===== config.mk =====
export PLATFORM = sky130hd
export DESIGN_NAME = pcs_scrambler_param_flat
export DESIGN_NICKNAME = d
export VERILOG_FILES = /design/src/rtl/pcs_scrambler_param_pkg.sv /design/src/rtl/pcs_scrambler_param_if.sv /design/src/rtl/pcs_scrambler_param_core.sv /design/src/rtl/pcs_scrambler_param.sv /design/src/flat_wrapper.sv
export SDC_FILE = /design/constraint.sdc
export NUM_CORES = 1
export LEC_CHECK = 0
export ABC_AREA = 0
export CAP_MARGIN = 20
export CORE_UTILIZATION = 24
export DETAILED_ROUTE_END_ITERATION = 12
export PLACE_DENSITY = 0.53
export SLEW_MARGIN = 5
export SYNTH_ARGS = -nofsm -noshare
export SYNTH_HDL_FRONTEND = slang
export SYNTH_SLANG_ARGS = --single-unit

===== constraint.sdc =====
create_clock -name clk -period 1.8 [get_ports clk]
set_input_delay 0.27 -clock clk [delete_from_list [all_inputs] [get_ports clk]]
set_output_delay 0.27 -clock clk [all_outputs]
set_load 0.05 [all_outputs]

===== src/rtl/pcs_scrambler_param_pkg.sv =====
// Shared constants and types for the x^58+x^39+1 self-synchronising scrambler.
package pcs_scrambler_param_pkg;

    localparam int unsigned LFSR_LEN = 58;
    localparam int unsigned TAP_A    = 38;
    localparam int unsigned TAP_B    = 57;

    localparam logic [1:0] SYNC_DATA = 2'b01;
    localparam logic [1:0] SYNC_CTRL = 2'b10;

    typedef enum logic {
        MODE_SCR   = 1'b0,
        MODE_DESCR = 1'b1
    } mode_e;

    // Anything other than a data or control sync pattern is a bad header.
    function automatic logic hdr_invalid(input logic [1:0] hdr);
        return !((hdr == SYNC_DATA) || (hdr == SYNC_CTRL));
    endfunction

endpackage


===== src/rtl/pcs_scrambler_param_if.sv =====
// Payload/header stream with valid/ready on both the input and output side.
interface pcs_scrambler_param_if #(
    parameter int unsigned DATA_WIDTH = 64
);
    logic [DATA_WIDTH-1:0] in_data;
    logic [1:0]            in_header;
    logic                  in_data_valid;
    logic                  in_data_ready;
    logic [DATA_WIDTH-1:0] out_data;
    logic [1:0]            out_header;
    logic                  out_data_valid;
    logic                  out_data_ready;

    modport master (
        output in_data, in_header, in_data_valid, out_data_ready,
        input  in_data_ready, out_data, out_header, out_data_valid
    );

    modport slave (
        input  in_data, in_header, in_data_valid, out_data_ready,
        output in_data_ready, out_data, out_header, out_data_valid
    );
endinterface


===== src/rtl/pcs_scrambler_param_core.sv =====
// Combinational one-word step of the scrambler: bit 0 first, serial recurrence unrolled.
module pcs_scrambler_param_core
    import pcs_scrambler_param_pkg::*;
#(
    parameter int unsigned DATA_WIDTH = 64
) (
    input  logic [LFSR_LEN-1:0]   state,
    input  logic [DATA_WIDTH-1:0] data,
    input  mode_e                 mode,
    output logic [LFSR_LEN-1:0]   next_state,
    output logic [DATA_WIDTH-1:0] result
);

    logic [LFSR_LEN-1:0] s;
    logic                y;

    always_comb begin
        s      = state;
        y      = 1'b0;
        result = '0;
        for (int i = 0; i < DATA_WIDTH; i++) begin
            y         = data[i] ^ s[TAP_A] ^ s[TAP_B];
            result[i] = y;
            // Both directions shift in the line-side bit so mode can change freely.
            s = {s[LFSR_LEN-2:0], (mode == MODE_DESCR) ? data[i] : y};
        end
        next_state = s;
    end

endmodule


===== src/rtl/pcs_scrambler_param.sv =====
// 64b/66b scrambler/descrambler with handshake register, bypass and programmable seed.
// Optional invalid-header counter enabled by PCS_SCRAMBLER_HDR_ERR_CNT_EN.
module pcs_scrambler_param
    import pcs_scrambler_param_pkg::*;
#(
    parameter int unsigned         DATA_WIDTH = 64,
    parameter logic [LFSR_LEN-1:0] SEED       = 58'h3FF_FFFF_FFFF_FFFF
) (
    input  logic                  clk,
    input  logic                  rst,
    input  logic                  mode,
    input  logic                  bypass,
    pcs_scrambler_param_if.slave  bus,
    output logic [15:0]           hdr_err_cnt
);

    logic [LFSR_LEN-1:0]   lfsr_q;
    logic [LFSR_LEN-1:0]   lfsr_next;
    logic [DATA_WIDTH-1:0] core_result;
    logic [DATA_WIDTH-1:0] data_q;
    logic [1:0]            header_q;
    logic                  valid_q;
    logic                  accept;

    pcs_scrambler_param_core #(
        .DATA_WIDTH (DATA_WIDTH)
    ) u_core (
        .state      (lfsr_q),
        .data       (bus.in_data),
        .mode       (mode_e'(mode)),
        .next_state (lfsr_next),
        .result     (core_result)
    );

    assign bus.in_data_ready  = !valid_q || bus.out_data_ready;
    assign accept             = bus.in_data_valid && bus.in_data_ready;
    assign bus.out_data       = data_q;
    assign bus.out_header     = header_q;
    assign bus.out_data_valid = valid_q;

    always_ff @(posedge clk or negedge rst) begin
        if (!rst) begin
            lfsr_q   <= SEED;
            data_q   <= '0;
            header_q <= '0;
            valid_q  <= 1'b0;
        end else if (accept) begin
            data_q   <= bypass ? bus.in_data : core_result;
            header_q <= bus.in_header;
            valid_q  <= 1'b1;
            if (!bypass) begin
                lfsr_q <= lfsr_next;
            end
        end else if (bus.out_data_ready) begin
            valid_q <= 1'b0;
        end
    end

`ifdef PCS_SCRAMBLER_HDR_ERR_CNT_EN
    logic [15:0] cnt_q;

    always_ff @(posedge clk or negedge rst) begin
        if (!rst) begin
            cnt_q <= '0;
        end else if (accept && hdr_invalid(bus.in_header) && (cnt_q != 16'hFFFF)) begin
            cnt_q <= cnt_q + 16'd1;
        end
    end

    assign hdr_err_cnt = cnt_q;
`else
    assign hdr_err_cnt = 16'h0000;
`endif

endmodule


===== src/flat_wrapper.sv =====
// flat-port wrapper written by rule: the top's interface ports become plain ports
module pcs_scrambler_param_flat import pcs_scrambler_param_pkg::*;
#(
    parameter int unsigned         DATA_WIDTH = 64,
    parameter logic [LFSR_LEN-1:0] SEED       = 58'h3FF_FFFF_FFFF_FFFF
)
  (clk, rst, mode, bypass, hdr_err_cnt, bus_in_data, bus_in_header, bus_in_data_valid, bus_out_data_ready, bus_in_data_ready, bus_out_data, bus_out_header, bus_out_data_valid);
  pcs_scrambler_param_if #(.DATA_WIDTH(DATA_WIDTH)) bus_i ();
  input  logic clk;
  input  logic rst;
  input  logic mode;
  input  logic bypass;
  output logic [15:0] hdr_err_cnt;
  input wire logic [$bits(bus_i.in_data)-1:0] bus_in_data;
  input wire logic [$bits(bus_i.in_header)-1:0] bus_in_header;
  input wire logic [$bits(bus_i.in_data_valid)-1:0] bus_in_data_valid;
  input wire logic [$bits(bus_i.out_data_ready)-1:0] bus_out_data_ready;
  output wire logic [$bits(bus_i.in_data_ready)-1:0] bus_in_data_ready;
  output wire logic [$bits(bus_i.out_data)-1:0] bus_out_data;
  output wire logic [$bits(bus_i.out_header)-1:0] bus_out_header;
  output wire logic [$bits(bus_i.out_data_valid)-1:0] bus_out_data_valid;
  assign bus_i.in_data = bus_in_data;
  assign bus_i.in_header = bus_in_header;
  assign bus_i.in_data_valid = bus_in_data_valid;
  assign bus_i.out_data_ready = bus_out_data_ready;
  assign bus_in_data_ready = bus_i.in_data_ready;
  assign bus_out_data = bus_i.out_data;
  assign bus_out_header = bus_i.out_header;
  assign bus_out_data_valid = bus_i.out_data_valid;
  pcs_scrambler_param #(.DATA_WIDTH(DATA_WIDTH), .SEED(SEED)) u_core (.clk(clk), .rst(rst), .mode(mode), .bypass(bypass), .bus(bus_i), .hdr_err_cnt(hdr_err_cnt));
endmodule

After elaboration in Yosys (flattened, before gate mapping)
Index checks and enable logic that the tools add are counted.

word-level totals
  output and inout bits = 84
  input bits = 72
  logic and storage cells = 205
  flip-flop bits (word level) = 125

operators by class
  reductions and logical operators = 5
  bitwise operators = 129
  mux-type cells = 67

operators with widths
  kind               count
  $xor 1x1->1        128
  $mux 1             66
  $mux 64            1
  $reduce_and 2->1   1
  $reduce_bool 2->1  1
  $logic_and 1x1->1  1
  $logic_not 1->1    1
  $logic_or 1x1->1   1
  $not 1->1          1

Depth between registers and ports, before layout
Gate-level depths: netlist (run 1).

  word-level depth = 6
  mapped depth = 7

Cells and area by module
A second synthesis (run 1) with hierarchy kept.

second synthesis, totals
  cell total of the unflattened synthesis = 770
  area total of the unflattened synthesis = 8,411.8 sq um

by module, submodules not included
  module                    instances  sequential area each (sq um)  cells an instance  area each (sq um)
  pcs_scrambler_param       1          3,200.6                       433                5,561.6
  pcs_scrambler_param_core  1          0.0                           337                2,850.2

Least setup slack after synthesis (run 1)
No wires, ideal clock.

  path type = reg2reg
  from = reg u_core.valid_q, in the netlist u_core.bus.out_data_valid
  to = reg u_core.data_q[44], in the netlist u_core.bus.out_data[44]
  data arrival time = 1.951 ns
  required time = 1.659 ns
  buffers on the path = 2
  setup time = 0.141 ns
  slack = -0.292 ns
  cell stages (with the launch flop) = 8
  cell sequence = dfrtp_1 -> and2b_1 -> inv_1 -> nand2_1 -> buf_2 -> buf_2 -> nand2_1 -> nand3_1

between the ends
  longest elaborated chain between the ends = 3

RTL lines
  element                   line                       RTL
  start: declaration        pcs_scrambler_param.sv:22  logic valid_q;
  start signal: assignment  pcs_scrambler_param.sv:46  valid_q <= 1'b0;
  start signal: assignment  pcs_scrambler_param.sv:50  valid_q <= 1'b1;
  start signal: assignment  pcs_scrambler_param.sv:55  valid_q <= 1'b0;
  $logic_not 1->1           pcs_scrambler_param.sv:35  assign bus.in_data_ready = !valid_q || bus.out_data_ready;
  $logic_or 1x1->1          pcs_scrambler_param.sv:35
  net bus_in_data_ready     flat_wrapper.sv:18         output wire logic [$bits(bus_i.in_data_ready)-1:0] bus_in_data_ready;
  $logic_and 1x1->1         pcs_scrambler_param.sv:36  assign accept = bus.in_data_valid && bus.in_data_ready;
  end signal: assignment    pcs_scrambler_param.sv:48  data_q <= bypass ? bus.in_data : core_result;
  end: declaration          pcs_scrambler_param.sv:20  logic [DATA_WIDTH-1:0] data_q;

The timed path passes the listed nets, and every way through them passes these cells.
A chain may end at the register's enable or synchronous reset.

Worst setup path after layout (run 1)
  from = reg u_core.lfsr_q[15]
  to = reg u_core.data_q[42], in the netlist u_core.bus.out_data[42]

between the ends
  longest elaborated chain between the ends = 2

RTL lines
  element                   line                            RTL
  start: declaration        pcs_scrambler_param.sv:17       logic [LFSR_LEN-1:0] lfsr_q;
  start signal: assignment  pcs_scrambler_param.sv:52       lfsr_q <= lfsr_next;
  $xor 1x1->1               pcs_scrambler_param_core.sv:22  y = data[i] ^ s[TAP_A] ^ s[TAP_B];
  $mux 64                   pcs_scrambler_param.sv:48

Every way passes these cells.

==> results_dict.tcl, run 1 <==
set metrics [dict create \
    outcome "finished with violations" \
    violations "setup timing" \
    cap_violations 0 \
    setup_viol 1 \
    regArea_sq_um 3200 \
    fin_crit_sh_pct 100 \
    wl_microns 25500 \
    antenna_found_initial 1 \
    area_growth_pct 43.5 \
    setup_ws_ps -5.25 \
    dp_hpwl_microns 19900 \
    cp-start-kind "register" \
    nFillCells 3158 \
    min_path_cells 3 \
    io_buffers 139 \
    slew_violations 0 \
    p_switching_mw 7.00 \
    synth_warnings 0 \
    drive_above_1_share_pct 28.7 \
    gp_congestion 0.837 \
    fmax_mhz 554 \
    final_cell_area_sq_um 10800 \
    root_buffer "clkbuf_16" \
    die_h_microns 179 \
    ys_ff_latch 125 \
    syn_area_sq_um 7510 \
    leakage_nw 4.49 \
    final_common_cell "buf_4" \
    synthArstFlopShare_pct 100 \
    clockBufferDepth 2 \
    skew_ps 10.2 \
    worstPathArrival_ps 2110 \
    r2r-end "u_core.bus.out_data[42]" \
    grt_pass1_wl_microns 39200 \
    die-area_sq_um 32000 \
    drc_errors 0 \
    place_ws_ps -206 \
    drtIter0Drc 278 \
    worstPathRequired_ps 2100 \
    relSlewSlack_pct 58.9 \
    h-tree-depth 4 \
    crit_path_end_kind "register" \
    cts_buffers 17 \
    path_clk_slew_ps 60 \
    io_pins 156 \
    period_minus_slack_ps 1810 \
    pwr-share-comb_pct 49.2 \
    regToRegSetupSlack_ps -5 \
    die_width_microns 179 \
    grt_pass1_vias 6641 \
    multiInputGateArea_sq_um 4070 \
    p_int_mw 9.39 \
    synth_cell_types 34 \
    ant_nets 0 \
    crit_fanout 4 \
    nets 1151 \
    hold_end "u_core.lfsr_q[2]" \
    grt_setup_unrepaired "true" \
    num_vias 6691 \
    synth_edf_count 0 \
    seqPwrFrac_pct 29.4 \
    vias_per_cell 4.49 \
    power_mw 16.4 \
    cts_tree "yes" \
    rows 64 \
    cts.sinks 125 \
    synthCells 841 \
    placed_area_sq_um 10100 \
    initial_core_util_pct 24.5 \
    rr_worst_depth 4 \
    r2r_start "u_core.lfsr_q[15]" \
    clockPowerShare_pct 21.4 \
    grt_remaining_overflow 0 \
    vdd_ir_drop_max_uv 753 \
    ys.flop_type "dfrtp_1" \
    core_area_sq_um 30700 \
    hold_viol 0 \
    insertion_delay_ps 430 \
    wl_per_cell_microns 17.2 \
    yosysSeqAreaShare_pct 42.6 \
    most-common-layout-cells "buf_4, nand2_1, xnor2_1" \
    grt_usage_pct 16.7 \
    holdWs_ps 330 \
    worst_pin_slew_ps 613 \
    avgSynthCellArea_sq_um 8.93 \
    hp-start "mode" \
    setup_tns_ps -5.25 \
    drt_first_pass_iters 4 \
    crit_type "register to register" \
    cts_setup_buffers 0 \
    pwr_density_cell_nw_per_um2 1520 \
    grt_start_max_net_pins 47 \
    hold_path.class "primary input to register" \
    swShare_pct 42.7 \
]
-- critical path, stage by stage (launching register included) --
cell     delay, ps
dfstp_2        640
xor2_2         110
or4_4          540
and4_4         180
a211o_1        230
-- layout make-up --
| cell class | instances | share of cell area (%) |
|---|---|---|
| repair buffers | 269 | 22.2 |
| flip-flops and latches | 125 | 29.7 |
| well taps | 396 | 4.60 |
| inverters | 4 | 0.174 |
| multi-input cells | 662 | 37.8 |
| clock inverters | 13 | 1.32 |
| clock buffers | 19 | 4.20 |
| diodes | 1 | 0.0232 |
-- Yosys cell counts (4+ instances only) --
cell	instances	area [sq um]
o211ai_1	21	158
dfrtp_1	67	1680
o221ai_1	6	52.6
o211ai_2	7	87.6
o31ai_1	12	90.1
dfstp_2	58	1520
o21ai_0	88	440
buf_4	16	120
a21oi_1	6	30.0
clkbuf_1	23	86.3
a211o_1	15	131
xor2_1	48	420
inv_1	4	15.0
nor2_1	104	390
or4_1	25	188
and3_1	6	37.5
a31oi_1	28	175
or3_1	16	100
xnor2_1	116	1020
nand2_1	133	499
buf_2	23	115
-- stage by stage --
step / util (%) / std cells
3_3_place_gp: 33.0 / 1455
3_5_place_dp: 33.0 / 1455
4_1_cts: 35.0 / 1488
6_report: 35.1 / 1489
2_1_floorplan: - / 856
5_1_grt: 35.1 / 1488
-- worst max-delay path by stage --
stage | from | to | slack [ps] | depth (start not counted)
final | u_core.lfsr_q[15] | u_core.bus.out_data[42] | -5 | 4
after global placement | bus_in_data[3] | u_core.bus.out_data[42] | -190 | 5
after floorplan | u_core.bus.out_data_valid | u_core.bus.out_data[39] | -90 | 6
after CTS | u_core.lfsr_q[15] | u_core.bus.out_data[42] | 10 | 4
after global routing | u_core.lfsr_q[15] | u_core.bus.out_data[42] | -50 | 4
after detailed placement | bus_in_data[3] | u_core.bus.out_data[42] | -210 | 5
-- metal layers --
layer,up-vias,routed length (microns),share of wire [%],track usage (%)
li1,3324,-,-,-
met1,3174,11800,46,22.0
met2,163,12000,47,27.0
met3,30,1210,4.7,3.24
met4,0,565,2.2,5.72
met5,-,0,0,0
-- repair_timing --
action / CTS / global route
hold buffers: 1 / 0
pin swaps: 0 / 5
gates resized for setup: 2 / 7
endpoints found under the setup margin: 2 / 8
hold endpoints to repair: 25 / 0
-- cells by family after synthesis --
group | after synthesis | share of synthesized area, %
AO/OA/AOI/OAI | 187 | 15.9
XOR/XNOR | 164 | 19.1
other | 1 | 0.0500
AND/OR/NAND/NOR | 295 | 17.5
buffers and inverters | 69 | 4.73
flip-flops | 125 | 42.6
-- flip-flops by register name (all words and copies together) (netlist names) --
name / cells
u_core.lfsr_q: 58
u_core.bus.out_data_valid: 1
u_core.bus.out_data: 64
u_core.bus.out_header: 2
-- power by group through the flow --
stage	combinational (mW)	clock (mW)	sequential, mW
CTS	8.11	3.58	4.80
global placement	8.01	0	4.83
detailed placement	8.07	0	4.83
floorplan	3.40	0	6.23
global route	8.77	3.71	4.94
finish	8.07	3.50	4.82
Note: power is estimated with default switching activity, not from simulation.
==> run 2: changes to the inputs <==
- SKIP_CTS_REPAIR_TIMING: default -> 1
==> run 2 against run 1 <==
The run still ends with setup timing left; critical path depth is the same; count of clock-buffer cells in the layout is the same; non-clock buffer count is the same; largest cell class unchanged; highest routed layer unchanged; sequential share of layout area is essentially flat; hold slack lost 2.1 ps.
==> results_dict.tcl, run 2 (same netlist as run 1, synthesis figures left out) <==
set metrics [dict create \
    outcome "finished with violations" \
    violations "setup timing" \
    h-tree-depth 4 \
    final_cell_area_sq_um 10800 \
    grt_pass1_wl_microns 39200 \
    cp-start-kind "register" \
    worst_pin_slew_ps 629 \
    cts_tree "yes" \
    io_pins 156 \
    root_buffer "clkbuf_16" \
    rows 64 \
    period_minus_slack_ps 1810 \
    vdd_ir_drop_max_uv 753 \
    die_h_microns 179 \
    setup_viol 1 \
    grt_remaining_overflow 0 \
    drc_errors 0 \
    ant_nets 0 \
    die_width_microns 179 \
    hold_viol 0 \
    fmax_mhz 553 \
    insertion_delay_ps 430 \
    num_vias 6677 \
    crit_fanout 4 \
    grt_usage_pct 16.7 \
    critPathMaxStageDelay_ps 640 \
    setup_ws_ps -7.97 \
    path_clk_slew_ps 60 \
    slew_violations 0 \
    wl_per_cell_microns 17.2 \
    worstPathArrival_ps 2110 \
    grt_pass1_vias 6641 \
    worstPathRequired_ps 2100 \
    clockBufferDepth 2 \
    initial_core_util_pct 24.5 \
    final_common_cell "buf_4" \
    dp_hpwl_microns 19900 \
    drtIter0Drc 315 \
    antenna_found_initial 1 \
    crit_path_end_kind "register" \
    leakage_nw 4.50 \
    largest_reg_flops 64 \
    skew_ps 10.3 \
    holdWs_ps 328 \
    cts_buffers 17 \
    most-common-layout-cells "buf_4, nand2_1, xnor2_1" \
    wl_microns 25500 \
    critPathSlowestCell "dfstp_2" \
    grt_start_max_net_pins 47 \
    setup_tns_ps -7.97 \
    core_area_sq_um 30700 \
    nets 1151 \
    cts.sinks 125 \
    gp_congestion 0.837 \
    drive_above_1_share_pct 28.6 \
    io_buffers 139 \
    hold_path.class "primary input to register" \
    place_ws_ps -206 \
    relSlewSlack_pct 57.8 \
    area_growth_pct 43.6 \
    fin_crit_sh_pct 100 \
    cp_cell_sequence "xor2_2 -> or4_4 -> and4_4 -> a211o_1" \
    cap_violations 0 \
    drt_first_pass_iters 4 \
    grt_setup_unrepaired "true" \
    die-area_sq_um 32000 \
    crit_type "register to register" \
    placed_area_sq_um 10100 \
    pwr_density_cell_nw_per_um2 1520 \
    vias_per_cell 4.48 \
]
## run 2: cell types whose count changed in the layout (fill, tap and decap cells not counted)
cell | previous run | this run
dlygate4sd2_1 | 2 | 0
dlymetal6s2s_1 | 0 | 2
a21oi_1 | 5 | 6
a21oi_2 | 1 | 0
## run 2: routing by layer
metal	up-vias	track usage (%)	part of all wire [%]
met5	-	0	0
met4	0	5.72	2.2
met3	30	3.24	4.5
met2	154	27.0	47
met1	3175	22.0	46
li1	3318	-	-
## run 2: path summary, 6_finish.rpt
check	from	slack (ps)	end	cells after the start
max in group asynchronous	rst	730	u_core.lfsr_q[33]	3
min	mode	330	u_core.lfsr_q[2]	3
max reg2reg	u_core.lfsr_q[15]	-8	u_core.bus.out_data[42]	4
max	u_core.lfsr_q[15]	-8	u_core.bus.out_data[42]	4
min in group asynchronous	rst	370	u_core.bus.out_data[25]	2
min reg2reg	u_core.bus.out_header[1]	480	u_core.bus.out_header[1]	2
## run 2: layout make-up
class | count | area [sq um]
Clock buffer | 19 | 453
Antenna cell | 1 | 2.50
Multi-Input combinational cell | 662 | 4060
Timing Repair Buffer | 269 | 2400
Fill cell | 3157 | 19900
Clock inverter | 13 | 143
Sequential cell | 125 | 3200
Tap cell | 396 | 495
Inverter | 4 | 18.8
## run 2: power by group
part	total, mW	switching, mW	internal, mW
logic	8.07	4.81	3.26
registers	4.82	0.808	4.01
clock network	3.51	1.40	2.11
total	16.4	7.01	9.39
## run 2: stage by stage
step	instances	utilization (%)	power, mW
after floorplan	856	-	9.63
after global placement	1455	33.0	12.8
after detailed placement	1455	33.0	12.9
after CTS	1487	34.9	16.5
after global routing	1488	35.1	17.4
final	1489	35.1	16.4
## run 2: worst max-delay path, delay by kind of cell (launching register included)
kind	cells	cell delay (ps)
xor gates and xnor gates	1	110
AOI/OAI and AO/OA	1	230
DFF	1	640
and+or+nand+nor	2	720
==> run 3: changes to the inputs <==
- CTS_CLUSTER_SIZE: default -> 30
- GPL_TIMING_DRIVEN: default -> 0
==> run 3 against run 2 <==
Non-clock buffer count decreased by 55; the flow now finishes without violations; critical endpoint unchanged; first-iteration DRC count increased by 34%; sequential share of layout area increased by 0.54 points; combinational power decreased by 8.1%; largest cell class unchanged.
==> results_dict.tcl, run 3 (same netlist as run 1, synthesis figures left out) <==
set metrics [dict create \
    power_mw 16.4 \
    nets 1096 \
    wl_microns 28900 \
    vias_per_cell 4.80 \
    period_minus_slack_ps 1800 \
    outcome "finished clean" \
    grt_pass1_vias 6726 \
    final_cells 1433 \
    path_clk_slew_ps 70 \
    wl_per_cell_microns 20.2 \
    fin_crit_sh_pct 99.8 \
    hold_viol 0 \
    clockBufferDepth 2 \
    root_buffer "clkbuf_16" \
    relSlewSlack_pct 57.2 \
    cap_violations 0 \
    grt_setup_unrepaired "true" \
    ant_nets 0 \
    dp_hpwl_microns 21700 \
    drive_above_1_share_pct 18.1 \
    grt_start_max_net_pins 83 \
    setup_viol 0 \
    antenna_found_initial 0 \
    core_area_sq_um 30700 \
    num_antenna_cells 0 \
    grt_remaining_overflow 0 \
    die_h_microns 179 \
    worstPathArrival_ps 2110 \
    area_growth_pct 41.0 \
    final_cell_area_sq_um 10600 \
    rows 64 \
    skew_ps 11.5 \
    initial_core_util_pct 24.5 \
    placed_area_sq_um 9480 \
    hold_path.class "primary input to asynchronous set/reset pin" \
    grt_usage_pct 18.4 \
    worstPathRequired_ps 2110 \
    io_pins 156 \
    num_vias 6875 \
    cp-start-kind "register" \
    h-tree-depth 4 \
    crit_type "register to register" \
    worst_pin_slew_ps 642 \
    drtIter0Drc 422 \
    drc_errors 0 \
    drt_first_pass_iters 5 \
    vdd_ir_drop_max_uv 774 \
    insertion_delay_ps 430 \
    final_common_cell "nand2_1" \
    pwr_density_cell_nw_per_um2 1550 \
    cts_tree "yes" \
    most-common-layout-cells "nand2_1, xnor2_1, nor2_1" \
    nFillCells 3172 \
    die_width_microns 179 \
    fmax_mhz 557 \
    grt_pass1_wl_microns 42200 \
    slew_violations 0 \
    cts_buffers 17 \
    io_buffers 138 \
    cts.sinks 125 \
    dp.cells 1391 \
    crit_fanout 4 \
    fin_util_pct 34.5 \
    crit_path_end_kind "register" \
    leakage_nw 4.88 \
    largest_reg_flops 64 \
    gp_congestion 0.907 \
    die-area_sq_um 32000 \
]
-- run 3: cell count changes in the layout (fill, tap and decap cells not counted), moves of 4 or more --
cell,before,now
xnor2_2,1,5
clkbuf_2,0,13
buf_4,180,26
buf_2,2,14
clkbuf_4,0,9
buf_12,16,0
dlymetal6s2s_1,2,69
clkinvlp_4,6,1
buf_6,0,5
xnor2_1,115,110
clkbuf_1,0,10
-- run 3: stage by stage --
step | setup TNS (ps) | hold WS (ps) | worst slack, ps
detailed placement | -65020 | 240 | -762
global route | -334 | 384 | -50.3
finish | 0 | 346 | 3.98
floorplan | -2750 | -25.6 | -93.1
global placement | -571780 | 464 | -5360
CTS | -20810 | -212 | -519
-- run 3: routing by layer --
metal,vias up,wire (microns),global-route usage [%]
met1,3361,12600,24.2
met5,-,0,0
met3,44,2040,4.03
li1,3212,-,-
met2,258,13500,29.3
met4,0,774,6.81
-- run 3: where the power goes --
part / internal [mW] / switching (mW) / total [mW] / leakage (nW)
logic: 2.83 / 4.59 / 7.42 / 3.13
clock network: 2.55 / 1.41 / 3.96 / 0.325
registers: 4.02 / 0.992 / 5.01 / 1.42
total: 9.40 / 6.99 / 16.4 / 4.88
-- run 3: final timing paths --
path | from | end | slack [ps] | cells after the start
setup / recovery | u_core.lfsr_q[54] | u_core.bus.out_data[42] | 4 | 4
hold / removal | rst | u_core.bus.out_data[27] | 350 | 2
max in group asynchronous | rst | u_core.lfsr_q[7] | 650 | 3
min in group clk | bus_in_header[1] | u_core.bus.out_header[1] | 370 | 3
setup reg to reg | u_core.lfsr_q[54] | u_core.bus.out_data[42] | 4 | 4
hold reg to reg | u_core.bus.out_data[21] | u_core.bus.out_data[21] | 470 | 2
-- run 3: cell type report --
type                       count  area, sq um  share of cell area, %
multi-input combinational    662         4140                   39.1
clock buffer                  20          457                   4.32
inverter                       4         18.8                  0.177
tap                          396          495                   4.68
sequential                   125         3200                   30.3
buffer                        65          404                   3.82
timing repair buffer         149         1660                   15.6
clock inverter                12          208                   1.96
-- run 3: worst max-delay path: stages (launching register included) --
cell and delay (ps):
dfstp_2 640, xnor2_4 120, or4_4 510, and4_4 200, a211o_1 210
